File: config.mk
export PLATFORM = sky130hd
export DESIGN_NAME = vga_bar_renderer_flat
export DESIGN_NICKNAME = d
export VERILOG_FILES = /design/src/rtl/vga_bar_if.sv /design/src/rtl/vga_bar_renderer.sv /design/src/flat_wrapper.sv
export SDC_FILE = /design/constraint.sdc
export NUM_CORES = 1
export LEC_CHECK = 0
export CAP_MARGIN = 20
export CORE_ASPECT_RATIO = 0.6
export CORE_MARGIN = 3
export CORE_UTILIZATION = 60
export CTS_CLUSTER_DIAMETER = 100
export DETAILED_ROUTE_END_ITERATION = 8
export PLACE_DENSITY = 0.81
export SYNTH_ARGS = -nofsm -noshare
export SYNTH_HDL_FRONTEND = slang
export SYNTH_SLANG_ARGS = --single-unit
File: constraint.sdc
create_clock -name pclk -period 6.6 [get_ports pclk]
set_clock_uncertainty 0.2 [all_clocks]
set_input_delay 1.65 -clock pclk [delete_from_list [all_inputs] [get_ports pclk]]
set_output_delay 1.65 -clock pclk [all_outputs]
set_load 0.03 [all_outputs]
File: src/rtl/vga_bar_if.sv
// Signal bundle between the timing/control side and the bar renderer.
// Holds the video timing inputs, the height/commit/highlight controls and the pixel outputs.
interface vga_bar_if #(
  parameter int HW = 9,
  parameter int IW = 4
);
  logic [10:0]   hcount;
  logic [10:0]   vcount;
  logic          hsync_in;
  logic          vsync_in;
  logic          hblnk_in;
  logic          vblnk_in;
  logic          wr_en;
  logic [IW-1:0] wr_idx;
  logic [HW-1:0] wr_height;
  logic          commit;
  logic [1:0]    hl_en;
  logic [IW-1:0] hl_idx_a;
  logic [IW-1:0] hl_idx_b;
  logic          hs;
  logic          vs;
  logic [3:0]    r;
  logic [3:0]    g;
  logic [3:0]    b;
  logic          commit_pending;
  logic          commit_done;
  // Commit FSM state: 0 = IDLE, 1 = PENDING.
  logic          fsm_state;

  // Handshake: wr_en and commit are single-cycle strobes, sampled on every pclk edge.
  // There is no ready/backpressure, so the renderer accepts every strobe it sees.
  modport master (
    output hcount, vcount, hsync_in, vsync_in, hblnk_in, vblnk_in,
    output wr_en, wr_idx, wr_height, commit, hl_en, hl_idx_a, hl_idx_b,
    input  hs, vs, r, g, b, commit_pending, commit_done, fsm_state
  );

  modport slave (
    input  hcount, vcount, hsync_in, vsync_in, hblnk_in, vblnk_in,
    input  wr_en, wr_idx, wr_height, commit, hl_en, hl_idx_a, hl_idx_b,
    output hs, vs, r, g, b, commit_pending, commit_done, fsm_state
  );
endinterface

File: src/rtl/vga_bar_renderer.sv
// Bar-chart pixel generator: double-buffered bar heights, optional highlight of two bars,
// and a 2-stage pipeline that keeps colour aligned with the delayed syncs.
module vga_bar_renderer #(
  parameter int          NUM_BARS = 8,
  parameter int          BAR_W    = 64,
  parameter int          BAR_GAP  = 32,
  parameter int          BASE_Y   = 570,
  parameter int          MAX_H    = 270,
  parameter int          HW       = 9,
  parameter int          IW       = 4,
  parameter logic [11:0] BG_RGB   = 12'haaa,
  parameter logic [11:0] BAR_RGB  = 12'hf00,
  parameter logic [11:0] HL_RGB   = 12'h0f0
) (
  input  logic      pclk,
  input  logic      rst,
  vga_bar_if.slave  bus
);

  localparam logic [11:0]   BASE  = 12'(BASE_Y);
  localparam logic [HW-1:0] HMAX  = HW'(MAX_H);

  typedef enum logic {IDLE = 1'b0, PENDING = 1'b1} state_t;

  state_t        state, state_next;
  logic          copy;
  logic          vblnk_q;
  logic          vblank_rise;
  logic [HW-1:0] shadow [NUM_BARS];
  logic [HW-1:0] active [NUM_BARS];
  logic [HW-1:0] wr_clamped;

  logic [NUM_BARS-1:0] in_bar;
  logic                hit_c;
  logic [IW-1:0]       idx_c;

  logic          s1_hit;
  logic [IW-1:0] s1_idx;
  logic          s1_blank;
  logic          s1_hs;
  logic          s1_vs;
  logic [1:0]    s1_hl_en;
  logic [IW-1:0] s1_hl_a;
  logic [IW-1:0] s1_hl_b;

  logic          hs_q, vs_q;
  logic [11:0]   rgb_q;
  logic          pending_q, done_q;

  assign vblank_rise = bus.vblnk_in & ~vblnk_q;
  assign wr_clamped  = (bus.wr_height > HMAX) ? HMAX : bus.wr_height;

  // ---------------- commit FSM ----------------
  always_ff @(posedge pclk) begin
    if (rst) begin
      state     <= IDLE;
      vblnk_q   <= 1'b0;
      pending_q <= 1'b0;
      done_q    <= 1'b0;
    end else begin
      state     <= state_next;
      vblnk_q   <= bus.vblnk_in;
      pending_q <= (state_next == PENDING);
      done_q    <= copy;
    end
  end

  always_comb begin
    state_next = state;
    copy       = 1'b0;
    case (state)
      IDLE: begin
        if (bus.commit) begin
          if (vblank_rise) copy = 1'b1;
          else             state_next = PENDING;
        end
      end
      PENDING: begin
        if (vblank_rise) begin
          copy       = 1'b1;
          state_next = IDLE;
        end
      end
      default: state_next = IDLE;
    endcase
  end

  // ---------------- height registers ----------------
  // Nonblocking semantics make a copy see the shadow value from before this cycle's write.
  always_ff @(posedge pclk) begin
    if (rst) begin
      for (int i = 0; i < NUM_BARS; i++) begin
        shadow[i] <= '0;
        active[i] <= '0;
      end
    end else begin
      for (int i = 0; i < NUM_BARS; i++) begin
        if (bus.wr_en && (bus.wr_idx == IW'(i))) shadow[i] <= wr_clamped;
        if (copy) active[i] <= shadow[i];
      end
    end
  end

  // ---------------- geometry ----------------
  for (genvar i = 0; i < NUM_BARS; i++) begin : g_bar
    localparam logic [11:0] XL = 12'(BAR_GAP + i * (BAR_W + BAR_GAP));
    localparam logic [11:0] XR = 12'(BAR_GAP + i * (BAR_W + BAR_GAP) + BAR_W);
    // Row test done as vcount + h >= BASE so a short bar never underflows.
    assign in_bar[i] = ({1'b0, bus.hcount} >= XL) &&
                       ({1'b0, bus.hcount} <  XR) &&
                       ({1'b0, bus.vcount} <  BASE) &&
                       (({1'b0, bus.vcount} + 12'(active[i])) >= BASE);
  end

  // Lowest index wins, although bars never overlap.
  always_comb begin
    hit_c = 1'b0;
    idx_c = '0;
    for (int i = NUM_BARS - 1; i >= 0; i--) begin
      if (in_bar[i]) begin
        hit_c = 1'b1;
        idx_c = IW'(i);
      end
    end
  end

  // ---------------- stage 1 ----------------
  always_ff @(posedge pclk) begin
    if (rst) begin
      s1_hit   <= 1'b0;
      s1_idx   <= '0;
      s1_blank <= 1'b0;
      s1_hs    <= 1'b0;
      s1_vs    <= 1'b0;
      s1_hl_en <= '0;
      s1_hl_a  <= '0;
      s1_hl_b  <= '0;
    end else begin
      s1_hit   <= hit_c;
      s1_idx   <= idx_c;
      s1_blank <= bus.hblnk_in | bus.vblnk_in;
      s1_hs    <= bus.hsync_in;
      s1_vs    <= bus.vsync_in;
      s1_hl_en <= bus.hl_en;
      s1_hl_a  <= bus.hl_idx_a;
      s1_hl_b  <= bus.hl_idx_b;
    end
  end

  // ---------------- stage 2 ----------------
  always_ff @(posedge pclk) begin
    if (rst) begin
      rgb_q <= '0;
      hs_q  <= 1'b0;
      vs_q  <= 1'b0;
    end else begin
      hs_q <= s1_hs;
      vs_q <= s1_vs;
      if (s1_blank)
        rgb_q <= 12'h000;
      else if (s1_hit && ((s1_hl_en[0] && (s1_idx == s1_hl_a)) ||
                          (s1_hl_en[1] && (s1_idx == s1_hl_b))))
        rgb_q <= HL_RGB;
      else if (s1_hit)
        rgb_q <= BAR_RGB;
      else
        rgb_q <= BG_RGB;
    end
  end

  assign bus.hs             = hs_q;
  assign bus.vs             = vs_q;
  assign bus.r              = rgb_q[11:8];
  assign bus.g              = rgb_q[7:4];
  assign bus.b              = rgb_q[3:0];
  assign bus.commit_pending = pending_q;
  assign bus.commit_done    = done_q;
  assign bus.fsm_state      = (state == PENDING);

endmodule

File: src/flat_wrapper.sv
// flat-port wrapper written by rule: the top's interface ports become plain ports
module vga_bar_renderer_flat 
#(
  parameter int          NUM_BARS = 8,
  parameter int          BAR_W    = 64,
  parameter int          BAR_GAP  = 32,
  parameter int          BASE_Y   = 570,
  parameter int          MAX_H    = 270,
  parameter int          HW       = 9,
  parameter int          IW       = 4,
  parameter logic [11:0] BG_RGB   = 12'haaa,
  parameter logic [11:0] BAR_RGB  = 12'hf00,
  parameter logic [11:0] HL_RGB   = 12'h0f0
)
  (pclk, rst, bus_hcount, bus_vcount, bus_hsync_in, bus_vsync_in, bus_hblnk_in, bus_vblnk_in, bus_wr_en, bus_wr_idx, bus_wr_height, bus_commit, bus_hl_en, bus_hl_idx_a, bus_hl_idx_b, bus_hs, bus_vs, bus_r, bus_g, bus_b, bus_commit_pending, bus_commit_done, bus_fsm_state);
  vga_bar_if #(.HW(HW), .IW(IW)) bus_i ();
  input  logic pclk;
  input  logic rst;
  input wire logic [$bits(bus_i.hcount)-1:0] bus_hcount;
  input wire logic [$bits(bus_i.vcount)-1:0] bus_vcount;
  input wire logic [$bits(bus_i.hsync_in)-1:0] bus_hsync_in;
  input wire logic [$bits(bus_i.vsync_in)-1:0] bus_vsync_in;
  input wire logic [$bits(bus_i.hblnk_in)-1:0] bus_hblnk_in;
  input wire logic [$bits(bus_i.vblnk_in)-1:0] bus_vblnk_in;
  input wire logic [$bits(bus_i.wr_en)-1:0] bus_wr_en;
  input wire logic [$bits(bus_i.wr_idx)-1:0] bus_wr_idx;
  input wire logic [$bits(bus_i.wr_height)-1:0] bus_wr_height;
  input wire logic [$bits(bus_i.commit)-1:0] bus_commit;
  input wire logic [$bits(bus_i.hl_en)-1:0] bus_hl_en;
  input wire logic [$bits(bus_i.hl_idx_a)-1:0] bus_hl_idx_a;
  input wire logic [$bits(bus_i.hl_idx_b)-1:0] bus_hl_idx_b;
  output wire logic [$bits(bus_i.hs)-1:0] bus_hs;
  output wire logic [$bits(bus_i.vs)-1:0] bus_vs;
  output wire logic [$bits(bus_i.r)-1:0] bus_r;
  output wire logic [$bits(bus_i.g)-1:0] bus_g;
  output wire logic [$bits(bus_i.b)-1:0] bus_b;
  output wire logic [$bits(bus_i.commit_pending)-1:0] bus_commit_pending;
  output wire logic [$bits(bus_i.commit_done)-1:0] bus_commit_done;
  output wire logic [$bits(bus_i.fsm_state)-1:0] bus_fsm_state;
  assign bus_i.hcount = bus_hcount;
  assign bus_i.vcount = bus_vcount;
  assign bus_i.hsync_in = bus_hsync_in;
  assign bus_i.vsync_in = bus_vsync_in;
  assign bus_i.hblnk_in = bus_hblnk_in;
  assign bus_i.vblnk_in = bus_vblnk_in;
  assign bus_i.wr_en = bus_wr_en;
  assign bus_i.wr_idx = bus_wr_idx;
  assign bus_i.wr_height = bus_wr_height;
  assign bus_i.commit = bus_commit;
  assign bus_i.hl_en = bus_hl_en;
  assign bus_i.hl_idx_a = bus_hl_idx_a;
  assign bus_i.hl_idx_b = bus_hl_idx_b;
  assign bus_hs = bus_i.hs;
  assign bus_vs = bus_i.vs;
  assign bus_r = bus_i.r;
  assign bus_g = bus_i.g;
  assign bus_b = bus_i.b;
  assign bus_commit_pending = bus_i.commit_pending;
  assign bus_commit_done = bus_i.commit_done;
  assign bus_fsm_state = bus_i.fsm_state;
  vga_bar_renderer #(.NUM_BARS(NUM_BARS), .BAR_W(BAR_W), .BAR_GAP(BAR_GAP), .BASE_Y(BASE_Y), .MAX_H(MAX_H), .HW(HW), .IW(IW), .BG_RGB(BG_RGB), .BAR_RGB(BAR_RGB), .HL_RGB(HL_RGB)) u_core (.pclk(pclk), .rst(rst), .bus(bus_i));
endmodule
==> results.md, run 1 <==
- The run finished with clean final reports.
- The most critical setup path has its startpoint at bus_vcount[0].
- In this run the vertical extent of the chip is 105 um.
- The sink count of the clock tree is 171.
- After legalization and detailed placement, the total HPWL measured 16000 um.
- The iteration count of the initial detailed-routing pass is 5.
- The power per cell area is ~250 nW/um^2.
- After detailed routing, the number of remaining DRC violations is 0.
- At the worst endpoint, the required time is just under 7 ns.
- The clock tree buffer depth is 2.
- The via count of the first global-routing pass is about 6600.
- In this run the horizontal extent of the chip is between 150 and 200 um.
- The classification of the worst-slack hold path is flop to flop.
- Setup violations remaining at the end of the flow were counted as 0.
- The commonest cells after synthesis are 144 x sky130_fd_sc_hd__edfxtp_1, 94 x sky130_fd_sc_hd__nor2_1, 72 x sky130_fd_sc_hd__ha_1, 58 x sky130_fd_sc_hd__and2_1, 49 x sky130_fd_sc_hd__a21oi_1.
- After floorplanning, the core was divided into 35 placement rows.
- The number of buffers added to fix hold violations after cts is 0.
- The most critical setup path has its endpoint at u_core.s1_hit$_SDFF_PP0_.
- During synthesis, Yosys emitted a total of 0 warnings.
- The hold slack is approximately 0.24 ns.
- Per report_power, the sequential group accounts for 46.0% of the total.
- The cell count after placement is 1151.
- The pin count of the biggest net entering global routing is between 70 and 80.
- The kind of start point of the critical path is an input port.
- After synthesis the netlist holds a flip-flop and latch count of 171.
- The net switching share of the total power is about 29%.
- The synthesis-to-layout area growth is 14.0%.
- The area of the die is ~18000 um^2.
- In this run the cell area of the synthesized design comes to between 9000 and 10000 um^2.
- Yosys attributes the largest share of cell area to sky130_fd_sc_hd__edfxtp_1 44%, sky130_fd_sc_hd__ha_1 9.1%, sky130_fd_sc_hd__dfxtp_1 5.5%, sky130_fd_sc_hd__and2_1 3.7%, sky130_fd_sc_hd__nor2_1 3.6%.
- The type of destination of the critical path is a flop.
- Clock latency on the worst-skew pair, taken at its later pin, is ~0.43 ns.
- The clock-pin slew on the worst setup and hold paths is approximately 0.07 ns.
- The final critical delay including setup and external delays is about 5.2 ns.
- The multi-input gate area in the final layout is about 4700 um^2.
- The filler cells instantiated in the layout total ~1100.
- The number of gates resized after CTS is 0.
- The global-route wire length before repair is ~35000 um.
- The number of enable-type register cells in the synthesized netlist is around 140.
- For this run, the top clock speed supported by timing is between 150 and 200 MHz.
- The congestion estimate from routability-driven global placement came to ~0.96.
- The data arrival at the endpoint of the critical path is approximately 5.4 ns.
- Setup slack on the worst reg-to-reg path comes out at about 3.2 ns.
- The relative slew slack is 25.9%.
- Using the TritonRoute via totals, the vias-per-cell ratio works out to between 6 and 7.
- Summing all flip-flop and latch instances after layout gives between 4000 and 5000 um^2.
- The detail route stage leaves a number of antenna-violating nets equal to 0.
- The async set or reset register ratio after synthesis is 0%.
- After the first detailed-routing iteration, the DRC count stood at just under 900.
- VDD sags by at most 214 uV.
- The initial antenna violation count is 1.
- After technology mapping, the gate count stands at between 900 and 1000.
- The analysis attributes to cell leakage a power of 4.44 nW.
- The post-placement cell area is approximately 11000 um^2.
- The depth of the most critical reg-to-reg path is 9.
- The post-CTS setup repair buffer count is 0.
- After synthesis, the largest area contributor takes up roughly 44% of total cell area.
- Max-cap violations in this run came to 0.
- In the final layout, the share of cells above drive strength 1 is 6.43%.
- The unique cell type count in the Yosys netlist is between 70 and 80.
- The worst register-to-register path begins at u_core.active[1][32]$_SDFFCE_PP0P_.
- The final standard cell count with taps included and fillers excluded is approximately 1200.
- The global-route total usage across every layer is between 20% and 30%.
- The transition time of the tightest slew-check pin is 1.11 ns.
- Among all flip-flop cells after synthesis, the most frequent one is sky130_fd_sc_hd__edfxtp_1.
- The setup path with the least slack is of type input port to flop.
- The terminus of the critical flop-to-flop path is u_core.s1_hit$_SDFF_PP0_.
- The internal power of the cells totals between 1.5 and 2 mW.
- The CTS tree is done.
- The initial utilization of the core area, before any placement, comes to between 60% and 70%.
- The share of power burned in combinational logic is 19.2%.
- The final routed wire length divided by cell count is between 15 and 20 um.
- The number of clock buffers added by TritonCTS is 17.
- The H-tree level count is 4.
- Dividing the final minimum period by the clock period gives approximately 79%.
- The most instantiated library cell after synthesis is sky130_fd_sc_hd__edfxtp_1.
- The number of hold violations in the final report is 0.
- The analysis attributes to net switching a power of 787 uW.
- The number of max-slew violations in the final report is 0.
- After global routing the overflow that remains totals 0.
- For this run, the share of the core covered by cells in the final layout is slightly above 70%.
- Summing the sequential cell areas from Yosys gives 49.2% of the chip area.
- The top fanout value on the critical path is 8.
- In this run, the clock network consumes about a third of the power.
- During I/O placement, the number of pins put on the boundary was 70.
- The final route contains 7187 vias.
- The final instance area is between 10000 and 15000 um^2.
- Setup repair after global routing left no endpoint under its margin.
- The biggest area contributor in the post-synthesis netlist is sky130_fd_sc_hd__edfxtp_1.
- The final layout contains routed wiring with a total length of 22800 um.
- The cell sitting at the root of the clock tree is a sky130_fd_sc_hd__clkbuf_16.
- Port buffering added 62 buffers.
- After the last flow step, the layout net total stands at between 1000 and 1500.
- Setup total negative slack on the finished layout was measured at 0 ns.
- The post-synthesis average cell area is 10.9 um^2.
- The core footprint is ~16000 um^2.
-- worst max-delay path, stage by stage --
cell and delay, ns:
sky130_fd_sc_hd__clkdlybuf4s50_1 0.90, sky130_fd_sc_hd__ha_1 0.35, sky130_fd_sc_hd__inv_1 0.08, sky130_fd_sc_hd__fa_1 0.42, sky130_fd_sc_hd__nand2b_1 0.20, sky130_fd_sc_hd__a221oi_1 0.34
sky130_fd_sc_hd__a41oi_1 0.08, sky130_fd_sc_hd__o211ai_1 0.11, sky130_fd_sc_hd__a211oi_1 0.11, sky130_fd_sc_hd__o31ai_1 0.73, sky130_fd_sc_hd__nor4_1 0.18, sky130_fd_sc_hd__a31oi_1 0.23
-- cells in the final DEF, fill, tap and decap left out, drive strengths merged, types with 12 or more instances in the layout --
cell type	synthesis	layout
edfxtp	144	144
nor2	94	94
ha	72	72
clkdlybuf4s50	0	61
and2	58	58
a21oi	49	49
inv	39	48
nor2b	40	40
nand2	27	27
dfxtp	27	27
o21ai	25	25
nor3	23	23
a21o	22	22
xnor2	22	22
xor2	19	19
clkbuf	19	17
nand2b	16	16
nand3	16	16
a211oi	12	12
-- cells by family after synthesis --
group / share of synthesized area, %
AND/OR/NAND/NOR: 17.8
AO/OA/AOI/OAI: 15.0
flip-flops: 49.2
adder cells (fa/ha/maj): 10.7
buffers and inverters: 3.04
XOR/XNOR: 3.63
multiplexers: 0.608
other: 0.0379
-- worst min path at each step --
stage	from	to	slack [ns]	cells past startpoint
2_1_floorplan	u_core.s1_blank$_SDFF_PP0_	u_core.rgb_q[3]$_SDFF_PP0_	0.19	1
3_3_place_gp	u_core.s1_hs$_SDFF_PP0_	u_core.bus.hs$_SDFF_PP0_	0.22	1
3_5_place_dp	u_core.s1_vs$_SDFF_PP0_	u_core.bus.vs$_SDFF_PP0_	0.23	1
4_1_cts	u_core.s1_blank$_SDFF_PP0_	u_core.rgb_q[3]$_SDFF_PP0_	0.24	1
5_1_grt	u_core.s1_blank$_SDFF_PP0_	u_core.rgb_q[3]$_SDFF_PP0_	0.25	1
6_report	u_core.s1_vs$_SDFF_PP0_	u_core.bus.vs$_SDFF_PP0_	0.24	1
-- sequential cells by signal (all words and copies together) (netlist names), 2 cells and up --
signal           flops
u_core.active       72
u_core.rgb_q         5
u_core.s1_idx        3
u_core.s1_hl_a       4
u_core.shadow       72
u_core.s1_hl_en      2
u_core.s1_hl_b       4
-- per-layer routing --
| metal | GRT usage [%] | share of wire [%] | up-vias |
|---|---|---|---|
| met3 | 7.98 | 10 | 34 |
| li1 | - | - | 3487 |
| met4 | 6.89 | 1.8 | 0 |
| met1 | 38.4 | 46 | 3352 |
| met2 | 36.0 | 42 | 314 |
| met5 | 0 | 0 | - |
-- metrics by stage --
| step | setup slack, ns | total power [mW] |
|---|---|---|
| 6_report | 1.36 | 2.76 |
| 3_5_place_dp | 1.03 | 1.81 |
| 5_1_grt | 1.25 | 2.87 |
| 4_1_cts | 1.42 | 2.76 |
| 2_1_floorplan | 0.803 | 1.66 |
| 3_3_place_gp | 1.11 | 1.80 |
-- layout make-up --
type,count,share of cell area [%]
repair buffers,71,6.06
well taps,203,2.25
flip-flops and latches,171,43.2
inverters,39,1.30
clock inverters,15,1.34
clock buffers,17,3.78
diodes,1,0.0222
multi-input cells,667,42.1
-- power groups by stage --
stage	logic, mW	clock network [mW]	registers [mW]
finish	0.531	0.961	1.27
global route	0.583	1.01	1.28
CTS	0.521	0.970	1.27
detailed placement	0.517	0	1.29
global placement	0.506	0	1.29
floorplan	0.369	0	1.29
(Power assumes the default switching activity.)
==> run 2: changes to the inputs <==
- CORE_UTILIZATION: 60 -> 54
- PLACE_DENSITY: 0.81 -> 0.77
- clock period: 6.6 -> 4.25 ns (I/O delays scaled with it)
==> run 2 against run 1 <==
Effect of this change: cell count up 9.0%; flip-flop and latch count unchanged; clock-buffer cell count up 3; via count up 6.2%; power up 61%; worst setup slack worse by 1.2 ns; core utilization down 3.3 points; wire length up 11%; first-iteration DRC count down 1.0%; clock power up 59%; largest power group unchanged; highest routed layer unchanged.
==> results.md, run 2 (same netlist as run 1, synthesis figures left out) <==
- The run finished with clean final reports.
- With fillers left out, the area of the finished cells amounts to ~12000 um^2.
- In this design, the stage delay of the slowest critical-path cell is approximately 0.57 ns.
- In this run the static leakage power is 4.86 nW.
- The initial antenna violation count is 0.
- Counting instances, the worst hold path has a depth of 1.
- The initial cell density of the core is between 50% and 60%.
- Registers are responsible for between 40% and 50% of the overall power.
- Setup repair after global routing could not meet its margin everywhere.
- Entering global routing, the biggest net connects 56 pins.
- For this run, the top clock speed supported by timing is around 240 MHz.
- The depth of the most critical reg-to-reg path is 11.
- The diode insertion count for antenna repair is 0.
- Global routing finished with a remaining overflow of 0.
- Combinational logic burns 21.0% of the power.
- The number of nets at the end of the flow is ~1200.
- The initialized floorplan defines 37 standard-cell rows.
- The leading cell type in the layout, fill and taps excluded is sky130_fd_sc_hd__edfxtp_1.
- The H-tree level count is 4.
- Net switching is between 20% and 30% of the power.
- On the critical path, the stage with the largest delay is an instance of sky130_fd_sc_hd__o31ai_2.
- The total of buffers placed on input and output ports is 62.
- Counting stages on the worst path, the most repeated cell is sky130_fd_sc_hd__a211oi_1.
- The startpoint identified for the worst hold timing path is u_core.s1_blank$_SDFF_PP0_.
- Using the TritonRoute via totals, the vias-per-cell ratio works out to 5.91.
- Summed over all nets, the switching power comes to about 1.2 mW.
- Summing all placed instances gives a cell area of between 10000 and 15000 um^2.
- After clock tree synthesis, the clock-pin slew on the worst setup and hold paths is 0.07 ns.
- The chip width is approximately 180 um.
- The cell-internal power is between 3 and 4 mW.
- IR analysis of the VDD net gives a maximum drop of 260 uV.
- The clock share of power is about a third.
- Data on the critical path arrives at its endpoint at roughly 4.2 ns.
- TritonCTS built the clock tree.
- STA classifies the critical path endpoint as a flop.
- In this run the worst path has a maximum fanout of 8.
- The final setup violation count is 0.
- The detailed router finished its first iteration with 868 violations.
- The hold-critical path endpoint is u_core.rgb_q[3]$_SDFF_PP0_.
- The largest registers in the layout are u_core.active: 72 flops, u_core.shadow: 72 flops, u_core.rgb_q: 5 flops.
- Across all layers, the routed design uses 7633 vias.
- The critical path in this run is classified as input port to flop.
- Across every metal layer, demand over resource in global routing totals 25.6%.
- The global-route wire length before repair is between 30000 and 40000 um.
- The later-pin clock latency in the skew report is approximately 0.42 ns.
- The cell at the root of the clock tree is sky130_fd_sc_hd__clkbuf_16.
- The startpoint identified for the worst register-to-register timing path is u_core.active[0][9]$_SDFFCE_PN0P_.
- Cells with a size suffix above 1 make up 13.3% of the layout.
- The clock drives ~170 sinks.
- The final layout contains routed wiring with a total length of between 20000 and 30000 um.
- The number of max-slew violations in the final report was 0.
- For the pin with the worst max-slew slack, the measured transition is 0.702 ns.
- The overall die height is about 110 um.
- The area of the die is 20000 um^2.
- The power per cell area is ~370 nW/um^2.
- During I/O placement, the number of pins put on the boundary was 70.
- The final routed wire length divided by cell count is a little under 20 um.
- The total power is ~4.4 mW.
- The detailed placer's ending HPWL is around 18000 um.
- For the finished layout, the period the worst path requires is 4.09 ns.
- In the routed design, unresolved DRC markers number 0.
- The startpoint of the worst setup timing path is bus_vcount[0].
- The core footprint is between 15000 and 20000 um^2.
- Across the run, the number of max-cap violations was 0.
- The min-delay analysis places its worst path in the category flop to flop.
- The clock buffer count from CTS is 17.
- For this run, the detailed router's first-pass iteration total came to 5.
- Relative to the synthesized area, the layout overhead comes to 21.3%.
- The via count of the first global-routing pass is around 7200.
- The congestion estimate from routability-driven global placement came to 0.893.
- No sink is reached through more buffers than the 2 on the longest clock path.
- Traced cell by cell, the critical path runs through clkdlybuf4s50_1 -> buf_12 -> ha_1 -> inv_1 -> fa_1 -> nand2b_1 -> a211oi_1 -> nor3_1 -> o21ai_0 -> a211oi_1 -> o31ai_2 -> nor3_1 -> a211oi_1.
- The number of antenna-violating nets in the routed design is 0.
- The worst setup path is launched from an input port.
- The filler cell count in the final layout is approximately 1300.
- Headroom to the max-slew limit came out at a little over half.
- The worst-case register-to-register setup slack is about 1.1 ns.
- The required arrival time at the worst endpoint is ~4.4 ns.
- The share of the clock period used by the worst path is 96.3%.
- The number of hold violations in the final report was 0.
- The terminus of the critical flop-to-flop path is u_core.s1_idx[1]$_SDFF_PP0_.
- In the layout the commonest cells are 144 x sky130_fd_sc_hd__edfxtp_1, 94 x sky130_fd_sc_hd__nor2_1, 80 x sky130_fd_sc_hd__buf_4.
- Buffers inserted to repair hold after CTS numbered 0.
run 2: cell types whose count changed in the layout (fill, tap and decap cells not counted), sizes merged:
cell / previous run / this run
buf: 10 / 87
inv: 48 / 44
clkbuf: 17 / 20
bufinv: 0 / 1
diode: 1 / 0
run 2: layout make-up:
class	instances	area, um^2	area share, %
sequential	171	4860	40.6
multi-input combinational	667	4760	39.7
timing repair buffer	148	1340	11.1
clock buffer	20	457	3.81
tap	234	293	2.44
inverter	39	146	1.22
clock inverter	12	130	1.09
run 2: what timing repair did:
action | 4_1_cts | 5_1_grt
setup endpoints to repair | 0 | 4
buffers inserted | 0 | 1
resized for setup | 0 | 4
run 2: stage by stage:
| step | std cells | hold WS [ns] | setup slack [ns] | TNS (ns) | util [%] |
|---|---|---|---|---|---|
| final | 1291 | 0.214 | 0.157 | 0 | 68.3 |
| after global routing | 1291 | 0.230 | -0.0101 | -0.0188 | 68.3 |
| after CTS | 1290 | 0.214 | 0.0941 | 0 | 68.2 |
| after detailed placement | 1258 | 0.203 | -0.306 | -1.02 | 64.8 |
| after global placement | 1258 | 0.200 | -0.243 | -0.773 | 64.8 |
| after floorplan | 906 | 0.192 | 0.567 | 0 | - |
run 2: per-layer routing:
metal | track usage [%] | vias to the layer above | share of wire (%)
met2 | 35.7 | 326 | 40
met4 | 8.89 | 0 | 2.6
li1 | - | 3634 | -
met1 | 38.9 | 3624 | 48
met3 | 5.90 | 49 | 9.0
met5 | 0 | - | 0
run 2: worst max-delay path by stage:
stage / end / slack (ns)
6_report: u_core.s1_idx[0]$_SDFF_PP0_ / 0.16
5_1_grt: u_core.s1_idx[1]$_SDFF_PP0_ / -0.01
4_1_cts: u_core.s1_hit$_SDFF_PP0_ / 0.09
3_5_place_dp: u_core.s1_idx[0]$_SDFF_PP0_ / -0.31
3_3_place_gp: u_core.s1_idx[0]$_SDFF_PP0_ / -0.24
2_1_floorplan: u_core.active[0][0]$_SDFFCE_PN0P_ / 0.57
run 2: worst max-delay path, delay by kind of cell:
family | cells | cell delay [ns]
adder cells (fa/ha/maj) | 2 | 0.63
buffers and inverters | 3 | 0.73
AO/OA/AOI/OAI | 5 | 1.40
AND/OR/NAND/NOR | 3 | 0.40
run 2: power by group through the flow:
| stage | Combinational [mW] | Clock (mW) | Sequential (mW) |
|---|---|---|---|
| after floorplan | 0.574 | 0 | 2.00 |
| after global placement | 0.888 | 0 | 2.01 |
| after detailed placement | 0.907 | 0 | 2.01 |
| after CTS | 0.917 | 1.54 | 1.98 |
| after global routing | 1.02 | 1.62 | 1.99 |
| final | 0.932 | 1.53 | 1.98 |
